File: src/rtl/brent_kung_pkg.sv
// rtl/brent_kung_pkg.sv - shared constants and generate/propagate pair type for the Brent-Kung adder
package brent_kung_pkg;

    localparam int ADDER_WIDTH = 32;
    localparam int LOG2_WIDTH  = 5;

    typedef struct packed {
        logic g;
        logic p;
    } pg_t;

endpackage

File: src/rtl/brent_kung_pg_cell.sv
// rtl/brent_kung_pg_cell.sv - prefix operator cell (G,P) o (G',P'); gray variant drops P
module brent_kung_pg_cell
    import brent_kung_pkg::*;
#(
    parameter bit GRAY_ONLY = 1'b0
) (
    input  pg_t hi,
    input  pg_t lo,
    output pg_t o
);

    assign o.g = hi.g | (hi.p & lo.g);
    // Gray cells sit where the group propagate is never consumed again
    assign o.p = GRAY_ONLY ? 1'b0 : (hi.p & lo.p);

endmodule

File: src/rtl/brent_kung_adder32.sv
// rtl/brent_kung_adder32.sv - 32-bit Brent-Kung prefix adder with registered sum, carry-out and carry vector
module brent_kung_adder32
    import brent_kung_pkg::*;
#(
    parameter int WIDTH = ADDER_WIDTH
) (
    input  logic             clk,
    input  logic             rst,
    input  logic [WIDTH-1:0] a,
    input  logic [WIDTH-1:0] b,
    input  logic             cin,
    output logic [WIDTH-1:0] sum,
    output logic             cout,
    output logic [WIDTH-1:0] c
);

    localparam int UP_LEVELS = LOG2_WIDTH;
    localparam int TOP_LEVEL = 2 * LOG2_WIDTH - 1;

    if (WIDTH != ADDER_WIDTH) begin : g_width_check
        $error("brent_kung_adder32 supports WIDTH == 32 only");
    end

    logic [WIDTH-1:0] g;
    logic [WIDTH-1:0] p;
    logic [WIDTH-1:0] carry;
    logic [WIDTH-1:0] c_next;
    logic [WIDTH-1:0] sum_next;
    logic [WIDTH-1:0] unused_p;

    assign g = a & b;
    assign p = a ^ b;

    for (genvar lv = 0; lv <= TOP_LEVEL; lv++) begin : g_lvl
        pg_t node [WIDTH-1:0];

        if (lv == 0) begin : g_pre
            // cin enters as the generate of a virtual bit -1 with no propagate
            assign node[0] = '{g: g[0] | (p[0] & cin), p: 1'b0};
            for (genvar i = 1; i < WIDTH; i++) begin : g_bit
                assign node[i] = '{g: g[i], p: p[i]};
            end
        end else if (lv <= UP_LEVELS) begin : g_up
            localparam int H = 2 ** (lv - 1);
            for (genvar i = 0; i < WIDTH; i++) begin : g_bit
                if (((i + 1) % (2 * H)) == 0) begin : g_cell
                    brent_kung_pg_cell #(
                        .GRAY_ONLY(lv == UP_LEVELS)
                    ) u_cell (
                        .hi(g_lvl[lv-1].node[i]),
                        .lo(g_lvl[lv-1].node[i-H]),
                        .o (node[i])
                    );
                end else begin : g_pass
                    assign node[i] = g_lvl[lv-1].node[i];
                end
            end
        end else begin : g_down
            // Spans 8,4,2,1: each node borrows the finished prefix just below its group
            localparam int S = 2 ** (TOP_LEVEL - lv);
            for (genvar i = 0; i < WIDTH; i++) begin : g_bit
                if ((((i + 1) % (2 * S)) == S) && (i >= 3 * S - 1)) begin : g_cell
                    brent_kung_pg_cell #(
                        .GRAY_ONLY(1'b1)
                    ) u_cell (
                        .hi(g_lvl[lv-1].node[i]),
                        .lo(g_lvl[lv-1].node[i-S]),
                        .o (node[i])
                    );
                end else begin : g_pass
                    assign node[i] = g_lvl[lv-1].node[i];
                end
            end
        end
    end

    for (genvar i = 0; i < WIDTH; i++) begin : g_out
        assign carry[i]    = g_lvl[TOP_LEVEL].node[i].g;
        assign unused_p[i] = g_lvl[TOP_LEVEL].node[i].p;
    end

    assign c_next   = {carry[WIDTH-2:0], cin};
    assign sum_next = p ^ c_next;

    always_ff @(posedge clk or posedge rst) begin
        if (rst) begin
            sum  <= '0;
            cout <= 1'b0;
            c    <= '0;
        end else begin
            sum  <= sum_next;
            cout <= carry[WIDTH-1];
            c    <= c_next;
        end
    end

endmodule

File: config.mk
export PLATFORM = sky130hd
export DESIGN_NAME = brent_kung_adder32
export DESIGN_NICKNAME = d
export VERILOG_FILES = /design/src/rtl/brent_kung_pkg.sv /design/src/rtl/brent_kung_pg_cell.sv /design/src/rtl/brent_kung_adder32.sv
export SDC_FILE = /design/constraint.sdc
export NUM_CORES = 1
export LEC_CHECK = 0
export CAP_MARGIN = 10
export CORE_MARGIN = 5
export CORE_UTILIZATION = 30
export DETAILED_ROUTE_END_ITERATION = 12
export PLACE_DENSITY = 0.66
export SLEW_MARGIN = 0
export SYNTH_ARGS = -nofsm -noshare
export SYNTH_HDL_FRONTEND = slang
export SYNTH_SLANG_ARGS = --single-unit
File: constraint.sdc
create_clock -name clk -period 2.1 [get_ports clk]
set_input_delay 0.42 -clock clk [delete_from_list [all_inputs] [get_ports clk]]
set_output_delay 0.42 -clock clk [all_outputs]
set_load 0.05 [all_outputs]
==> results.txt <==
Nets -> 573
Drt pass-1 iters -> 4
IO Port Bufs -> 131
Placer congestion estimate -> 0.796
Clk pin slew, worst setup/hold paths -> 70 ps
CTS sink cnt -> 65
Leakage -> 0.00268 µW
WHS Endpoint -> c[0]$_DFF_PP0_
Outcome -> finished, violations left
Initial antenna violation count -> 0
Clock Power Share -> 22.8%
Area leader, netlist -> dfrtp_1
Yosys top cell area share -> 52.3%
Gr usage total -> 14.2%
Hpwl dp -> 6.33 mm
H-Tree Depth -> 3
Initial Utilization -> 30.4%
Post-synthesis cell area -> 3110 µm²
Async set-or-reset flop fraction in the synthesized netlist -> 100%
Psw -> 1780 µW
Number of global-route vias before repair -> 2975
Setup WS pre-CTS -> -1390 ps
CP arrival -> 2720 ps
Longest Clk Path Bufs -> 2
Post-Syn Nets -> 349
F_max -> 401 MHz
Row cnt -> 37
Setup tns final -> -9480 ps
DRT iter0 DRCs -> 35
Least-Margin Pin Slew -> 543 ps
Sequential share of power -> 32.0%
Most common cell in the netlist -> dfrtp_1
Worst Setup Slack, final -> -394 ps
Synth Register Bits -> 65
Die height -> 112 µm
TritonCTS clock tree -> built
Maxcap violations -> 0
Cell variety after synth -> 35
WP data required -> 2330 ps
Antenna cells -> 0
Slew margin rel. -> 63.7%
Violated checks -> negative setup slack
Util after Layout -> 57.3%
Synthesis Warnings -> 0
Slew Viols, Final -> 0
DR vias/cell -> 4.29
Global-route wire length before repair -> 14.1 mm
Share of cells above drive strength 1 -> 38.2%
Drt wl/cell -> 14.5 µm
Antenna viol nets, final -> 0
Final hold vios -> 0
Post-synth top cells -> dfrtp_1, inv_1, ha_1, fa_1, xor2_1
Gate power share -> 45.1%
Maximum vdd drop -> 0.000417 V
Worst-path fanout max -> 3
Internal Power -> 2930 µW
Layout area overhead -> 88.3%
Overall routed net length -> 8.71 mm
Final Setup Violations -> 40
Minimum clock period -> 2490 ps
Register area share after synthesis -> 52.3%
Largest net degree at the start of global routing -> 66
Ranking of synthesized cells by area -> dfrtp_1, ha_1, fa_1, inv_1, xor2_1
Pwr Density -> 804 nW/µm²
Total gr overflow -> 0
DR vias -> 2570
CP endpoint kind -> register
Avg Cell Area, Syn -> 13.2 µm²
Ports -> 132
Die width -> 112 µm
Syn Inst Count -> 235
Hold_ws -> 205 ps
Fin crit share -> 119%
Synth Flop Type -> dfrtp_1
Die area -> 12500 µm²
RSZ-0062 raised after global routing -> yes
Crit start category -> input pin
Root Buffer -> clkbuf_8
DRC Markers -> 0
Sw Ratio -> 37.8%
EDFF count, synth -> 0
Core box area -> 10200 µm²
Inserted Clock Buffers -> 9
Hold/Removal Path Class -> in -> reg
Setup CP Type -> in -> reg
Worst min-delay path startpoint -> cin
Hold Path Depth -> 1
power by group through the flow:
stage | registers [µW] | clock network (µW) | logic [µW]
6_report | 1510 | 1080 | 2130
4_1_cts | 1510 | 1110 | 2040
3_3_place_gp | 1530 | 0 | 1890
5_1_grt | 1530 | 1180 | 2250
2_1_floorplan | 2270 | 0 | 363
3_5_place_dp | 1530 | 0 | 1920
layout make-up:
type / count / area (µm²)
inverters: 32 / 130
clock inverters: 3 / 40.0
clock buffers: 12 / 155
flip-flops and latches: 65 / 1630
multi-input cells: 138 / 1780
fillers: 870 / 4370
well taps: 136 / 170
repair buffers: 213 / 1950
per-stage QoR:
stage                     instance area [µm²]  power (µW)  instances
after CTS                                5670        4670        589
after floorplan                          3160        2630        235
after global routing                     5860        4960        599
after global placement                   5100        3420        562
final                                    5860        4710        599
after detailed placement                 5100        3450        562
metal layers:
metal | GRT usage, % | up-vias | share of wire (%)
met4 | 4.46 | 0 | 1.4
met2 | 24.7 | 78 | 53
met1 | 16.6 | 1240 | 39
met5 | 0 | - | 0
li1 | - | 1244 | -
met3 | 4.46 | 8 | 6.1
cell families after synthesis:
| logic type | after synthesis | synth area share, % |
|---|---|---|
| AO/OA/AOI/OAI | 46 | 11.4 |
| XOR/XNOR | 15 | 4.22 |
| adder cells (fa/ha/maj) | 47 | 23.0 |
| buffers and inverters | 32 | 3.86 |
| flip-flops | 65 | 52.3 |
| AND/OR/NAND/NOR | 30 | 5.23 |
state kept, by name, summed over array words and instances, names as in the netlist:
| register | count |
|---|---|
| c | 32 |
| cout | 1 |
| sum | 32 |
how the worst max path moves through the flow:
stage | slack [ps] | depth (start not counted) | from | endpoint
after floorplan | -620 | 12 | cin | sum[28]$_DFF_PP0_
after global placement | -1340 | 12 | cin | sum[30]$_DFF_PP0_
after detailed placement | -1390 | 13 | cin | sum[28]$_DFF_PP0_
after CTS | -400 | 12 | cin | sum[30]$_DFF_PP0_
after global routing | -460 | 14 | cin | sum[22]$_DFF_PP0_
final | -390 | 13 | cin | sum[28]$_DFF_PP0_
placed cells by master, fill, tap and decap left out, types with 4 or more instances in the layout:
cell / n
buf_6: 15
ha_1: 15
dfrtp_1: 65
buf_4: 66
clkbuf_8: 11
nand2_1: 6
clkdlybuf4s50_1: 87
inv_2: 12
dlygate4sd2_1: 41
ha_4: 13
a21o_1: 9
inv_1: 18
xor2_1: 10
o21ai_2: 5
fa_2: 15
o21ai_0: 4
a21oi_2: 4
critical path, stage by stage:
cell and delay, ps:
buf_8 90, inv_8 30, fa_2 370, inv_2 70, fa_2 220, a211oi_4 70
o21ai_2 200, nand2_2 90, o21ai_4 210, a311oi_4 140, or2_1 250, fa_2 520
inv_1 40
repair_timing:
action                                  CTS  global route
endpoints found under the setup margin   56            41
pin swaps                                61            21
setup buffers                            14            12
hold buffers                              0             0
hold endpoints to repair                  0             0
resized for setup                       112            28
(Power assumes the default switching activity.)
